===== src/rtl/wait_seq_thread.sv =====
// Looping multi-step thread: one body cycle per step, then a per-step wait.
// Wait lengths live in a small table that can be rewritten at runtime.
module wait_seq_thread #(
    parameter int WIDTH        = 32,
    parameter int NUM_STEPS    = 4,
    parameter int CNT_W        = 8,
    parameter int DEFAULT_WAIT = 4,
    localparam int STEP_W      = (NUM_STEPS > 2) ? $clog2(NUM_STEPS) : 1
) (
    input  logic                     clk,
    input  logic                     reset,
    input  logic                     hold,
    input  logic                     restart,
    input  logic signed [WIDTH-1:0]  in1,
    input  logic                     cfg_we,
    input  logic [STEP_W-1:0]        cfg_addr,
    input  logic [CNT_W-1:0]         cfg_wait,
    output logic signed [WIDTH-1:0]  out1,
    output logic                     out_valid,
    output logic [STEP_W-1:0]        step,
    output logic                     in_wait
);

    localparam logic [0:0] RUN  = 1'b0;
    localparam logic [0:0] WAIT = 1'b1;

    localparam logic [STEP_W-1:0] LAST_STEP = STEP_W'(NUM_STEPS - 1);
    localparam logic [STEP_W:0]   STEP_CNT  = (STEP_W + 1)'(NUM_STEPS);
    localparam logic [CNT_W-1:0]  RST_WAIT  = CNT_W'(DEFAULT_WAIT);
    localparam logic [CNT_W-1:0]  ONE       = CNT_W'(1);

    logic [0:0]        state;
    logic [CNT_W-1:0]  wait_counter;
    logic [CNT_W-1:0]  wait_table [NUM_STEPS];

    logic [CNT_W-1:0]  cur_wait;
    logic [CNT_W-1:0]  eff_wait;
    logic [STEP_W-1:0] step_next;
    logic [WIDTH-1:0]  step_ext;
    logic              cfg_hit;

    // Body-cycle helpers: effective wait (0 behaves as 1) and wrapped step.
    always_comb begin
        cur_wait  = wait_table[step];
        eff_wait  = (cur_wait == '0) ? ONE : cur_wait;
        step_next = (step == LAST_STEP) ? '0 : step + STEP_W'(1);
        step_ext  = WIDTH'(step);
        cfg_hit   = cfg_we && ({1'b0, cfg_addr} < STEP_CNT);
    end

    // Wait table: reset to defaults, writable regardless of hold/restart.
    always_ff @(posedge clk or negedge reset) begin
        if (!reset) begin
            for (int i = 0; i < NUM_STEPS; i++) begin
                wait_table[i] <= RST_WAIT;
            end
        end else if (cfg_hit) begin
            wait_table[cfg_addr] <= cfg_wait;
        end
    end

    // Thread sequencer: body cycle in RUN, countdown in WAIT.
    always_ff @(posedge clk or negedge reset) begin
        if (!reset) begin
            state        <= RUN;
            step         <= '0;
            wait_counter <= '0;
            out1         <= '0;
            out_valid    <= 1'b0;
        end else if (restart) begin
            state        <= RUN;
            step         <= '0;
            wait_counter <= '0;
            out_valid    <= 1'b0;
        end else if (hold) begin
            out_valid <= 1'b0;
        end else begin
            case (state)
                RUN: begin
                    out1      <= in1 + step_ext;
                    out_valid <= 1'b1;
                    if (eff_wait == ONE) begin
                        step <= step_next;
                    end else begin
                        wait_counter <= eff_wait - ONE;
                        state        <= WAIT;
                    end
                end
                default: begin
                    out_valid    <= 1'b0;
                    wait_counter <= wait_counter - ONE;
                    if (wait_counter == ONE) begin
                        state <= RUN;
                        step  <= step_next;
                    end
                end
            endcase
        end
    end

    assign in_wait = (state == WAIT);

endmodule

===== config.mk =====
export PLATFORM = sky130hd
export DESIGN_NAME = wait_seq_thread
export DESIGN_NICKNAME = d
export VERILOG_FILES = /design/src/rtl/wait_seq_thread.sv
export SDC_FILE = /design/constraint.sdc
export NUM_CORES = 1
export LEC_CHECK = 0
export CAP_MARGIN = 25
export CORE_MARGIN = 2
export CORE_UTILIZATION = 36
export DETAILED_ROUTE_END_ITERATION = 12
export MAX_ROUTING_LAYER = met4
export PLACE_DENSITY = 0.56
export SLEW_MARGIN = 30
export SYNTH_ARGS = -nofsm -noshare
export SYNTH_HDL_FRONTEND = slang
export SYNTH_SLANG_ARGS = --single-unit

===== constraint.sdc =====
create_clock -name clk -period 4 [get_ports clk]
set_clock_uncertainty 0.1 [all_clocks]
set_input_delay 0.6 -clock clk [delete_from_list [all_inputs] [get_ports clk]]
set_output_delay 0.6 -clock clk [all_outputs]
set_load 0.01 [all_outputs]

Word level (Yosys, flattened, before mapping)
Cells that the tools add are included.

storage, ports and cells
  flip-flop bits (word level) = 76
  input bits = 47
  word-level logic and storage cells = 58

cells by class
  add/subtract/negate cells = 4
  $lt $le $gt $ge = 3
  equality and inequality tests = 6
  muxes and demuxes = 25
  bitwise gates (word level) = 5
  reduce and logical (&&, ||, !) cells = 6

operators by type and width
  cell                 number
  $mux 8               8
  $add 32x2->32        1
  $bwmux 32            1
  $bmux 8 s2           1
  $demux 8 s2          1
  $eq 8x1->1 const B   2
  $sub 8x1->8 const B  2
  $mux 2               6
  $logic_not 8->1      1
  $mux 1               8
  $ge 3x3->1 const B   2
  $not 2->3            2
  $reduce_and 3->1     2
  $lt 3x1->1 const B   1
  $ne 3x2->1 const B   1
  $ne 3x3->1 const B   1
  $not 1->1            3
  $reduce_bool 3->1    1
  $add 2x1->2 const B  1
  $eq 2x2->1 const B   1
  $ne 2x1->1 const B   1
  $reduce_and 2->1     1
  $logic_and 1x1->1    1

Logic depth before layout (Yosys ltp)
Gate-level depths: netlist (run 1).

  word-level depth = 11
  mapped depth = 10
  gate-level depth less buffers = 9

Worst setup path after synthesis (run 1)
No wires, ideal clock.

  path kind = reg-to-reg
  start point = register step[0]
  end point = register step[0]
  arrival time = 2,783 ps
  required time = 3,775 ps
  setup slack = 993 ps
  stages on the path, launching flop included = 11
  buffers on the path = 1
  path through = dfrtp_1 buf_6 mux4_2 nor4_4 a31oi_1 inv_1 ha_1 nor4b_2 a21oi_1 nor2_1 mux2_2

between the ends
  word-level cells in the longest chain between the ends = 9
  elaborated cells between the ends (all ways) = 17
  those cells by class = add/sub: 1; eq/ne: 2; mux: 10; bitwise: 1; reduce/logical: 3

ends and longest elaborated chain
  what                                        RTL line  RTL
  from (decl)                                 20        output logic [STEP_W-1:0] step,
  from (signal assigned)                      83        step <= step_next;
  from (signal assigned)                      94        step <= step_next;
  $not 2->3 (implied by the code)             44        cur_wait = wait_table[step];
  $bmux 8 s2                                  44
  $mux 8 (implied by the code) (2 in series)  44
  $logic_not 8->1                             45        eff_wait = (cur_wait == '0) ? ONE : cur_wait;
  $mux 8                                      45
  $eq 8x1->1                                  82        if (eff_wait == ONE) begin
  $reduce_bool 3->1 (no line)                 -
  $reduce_and 3->1 (no line)                  -

Several ways; a longest one is shown, not always the timed one. The select of a mux whose other input is x is not followed.
A chain may end at the register's enable or synchronous reset.

Worst setup path after layout (run 1)
Ends and elaborated chain as after synthesis.

==> results of run 1 <==
## cells in the final DEF, fill, tap and decap left out, drive strengths merged, types with 12 or more instances in the layout
master,count
clkdlybuf4s50,81
dfrtp,72
nor2,38
mux2,36
a21oi,34
nand3,19
nand2,18
xor2,18
xnor2,16
o21ai,12
clkbuf,12
## stage by stage
stage / utilization / cells / hold WS [ns] / setup WS, ns / power, mW
after CTS: 0.4786 / 607 / 0.1976 / 0.4160 / 2.174
after global routing: 0.4786 / 607 / 0.2321 / 0.1968 / 2.275
after detailed placement: 0.4614 / 591 / 0.3872 / 0.4490 / 1.600
after global placement: 0.4610 / 591 / 0.3851 / 0.6423 / 1.591
after floorplan: - / 379 / 0.2044 / 0.9925 / 1.316
final: 0.4786 / 607 / 0.1578 / 0.4596 / 2.138
## state kept, by name (all words and copies together) (netlist names)
register	count
out_valid	1
in_wait	1
step	2
out1	32
wait_counter	8
wait_table	32
## path summary, 6_finish.rpt
| kind | slack (ns) | start | end |
|---|---|---|---|
| worst max-delay path | 0.46 | step[0] | step[0] |
| worst min-delay path | 0.16 | reset | wait_table[8] |
| worst max register to register | 0.46 | step[0] | step[0] |
| worst min register to register | 0.41 | wait_table[13] | wait_table[13] |
| max in group asynchronous | 3.13 | reset | out1[1] |
| min in group clk | 0.41 | wait_table[13] | wait_table[13] |
## report_power, final
part	switching, mW	internal (mW)	total, mW
Sequential	0.0824	0.909	0.992
Combinational	0.260	0.326	0.587
Clock	0.286	0.273	0.559
## area by class of cell
cell class	count	area [um2]	share of cell area
Multi-Input combinational cell	279	2056	0.3945
Sequential cell	76	1907	0.3659
Timing Repair Buffer	85	844.6	0.1621
Tap cell	140	175.2	0.03361
Clock buffer	12	165.2	0.03169
Inverter	11	41.29	0.007923
Clock inverter	4	22.52	0.004322
## cells by family (layout without fill, tap and decap cells)
logic type,Yosys count,after routing,synth area share
buffers and inverters,24,112,0.02410
and+or+nand+nor,130,130,0.1702
muxes,46,46,0.1504
DFF,76,76,0.4708
xor gates and xnor gates,34,34,0.07352
AOI/OAI and AO/OA,61,61,0.08434
adders and majority gates,8,8,0.02657
## metal layers
| layer | share of wire | GRT usage | up-vias | wire, um |
|---|---|---|---|---|
| li1 | - | - | 1536 | - |
| met3 | 0.037 | 0.02939 | 16 | 353 |
| met5 | 0 | - | - | 0 |
| met4 | 0.022 | 0.07866 | 0 | 212 |
| met1 | 0.48 | 0.2275 | 1537 | 4563 |
| met2 | 0.46 | 0.2581 | 69 | 4409 |
==> results.md, run 1 <==
- Top cells by count, synth: dfrtp_1 (72), nor2_1 (38), mux2_2 (36)
- Syn_nets: 434
- Post-synthesis cell area: 4050 um2
- Top Ports: 83
- CTS tree: built
- Vias per cell: 5.203
- Area Growth Syn to Fin: 28.67%
- RSZ-0062 raised after global routing: false
- Port buffer count: 82
- Ranking of synthesized cells by area: dfrtp_1 (44%), mux2_2 (10%), a21oi_1 (4.2%), mux4_2 (3.9%), xor2_1 (3.9%)
- Postcts setup bufs: 0
- Synth Flop Type: dfrtp_1
- Distinct cell type count after synthesis: between 40 and 50
- # nets final: ~520
- Largest net degree at the start of global routing: between 70 and 80
- Share of cells above drive strength 1: 0.1585
- Setup TNS: 0 ns
- Chip height: 110.1 um
- H-tree depth: 3
- Leakage: 2.019 nW
- CP Max Fanout: 13
- Placed Area: between 5000 and 6000 um2
- Yosys Warn Count: 0
- Clk slew on worst S/H paths: approximately 0.080 ns
- Initial DRT Pass Iterations: 4
- Worst-Margin Slew: 0.7752 ns
- Worst path depth: 9
- Critical path class: flop to flop
- Yosys reg bits: 76
- # diodes: 0
- Post-synth ARST share: 1.000
- Setup crit start kind: flop
- Cell row count: 38
- Top-count cell post-synth: dfrtp_1
- Initial Util: 0.3720
- Max cap viols: 0
- Area share of the largest cell type after synthesis: 0.4449
- EDFF count, synth: 0
- Final design area excluding fillers: 5211 um2
- Crit. End Element: flop
- Die area: 12110 um2
- Post-CTS Resized: 0
- Clock sink count: 76
- Yosys top cell by area: dfrtp_1
- Clock latency on the worst-skew pair: 0.35 ns
- Fmax: approximately 0.28 GHz
- Chip width: 110.1 um
- Iter 0 DRT Violations: 142
- Maximum VDD drop: 0.0002143 V
- First-pass GRT wire length: 15500 um
- WL final: 9539 um
- Slew headroom: 0.4809
- Fill cell count: 1035
- Tcrit/Tclk final: 0.8851
- Longest Clk Path Bufs: 2
- Worst path top cell family by delay: multiplexers
- Number of global-route vias before repair: 3160
- Final setup fails: 0
- CP Cell Sequence: mux4_2 > nor4_4 > a31oi_1 > inv_1 > ha_1 > nor4b_2 > a21oi_1 > nor2_1 > mux2_2
- Post-cts hold buffer count: 0
- Initial antenna violation count: 0
- Worst path required time: slightly above 4 ns
- Core area: 10890 um2
- HPWL after DPL: approximately 6800 um
- Worst path slowest cell: dfrtp_1
- Overall global routing resource usage: 0.1718
- R2R cell count: 9
- Vias: approximately 3200
- Placer Congestion: between 0.7 and 0.8
- Drc violations: 0
- Worst Hold Class: primary input to async pin
- WP buf/inv: 1
- Fin crit period: between 3 and 4 ns
- Fin. Hold Viols: 0
- Antenna viol nets, final: 0
- Critical Path Max Stage Delay: 0.75 ns
- Mapped Avg Cell Area: between 10 and 15 um2
- TritonCTS buffer count: 9
- Seq/Total Area, Yosys: 0.4708
- WL per Instance: 15.71 um
- Worst EP arrival: 3.68 ns
- Post-Syn Instances: 379
- CTS Root Cell: clkbuf_8
- Overflow after GRT: 0
- Power per Cell Area: 410.3 nW/um2
- Status: finished, final reports clean
- Final Max Tran Viols: 0
(Power assumes the default switching activity.)
==> run 2, diff against run 1 <==
- GPL_ROUTABILITY_DRIVEN: default -> 0
==> results of run 2 <==
The final DEF is identical to that of run 1; final timing and power are the same.
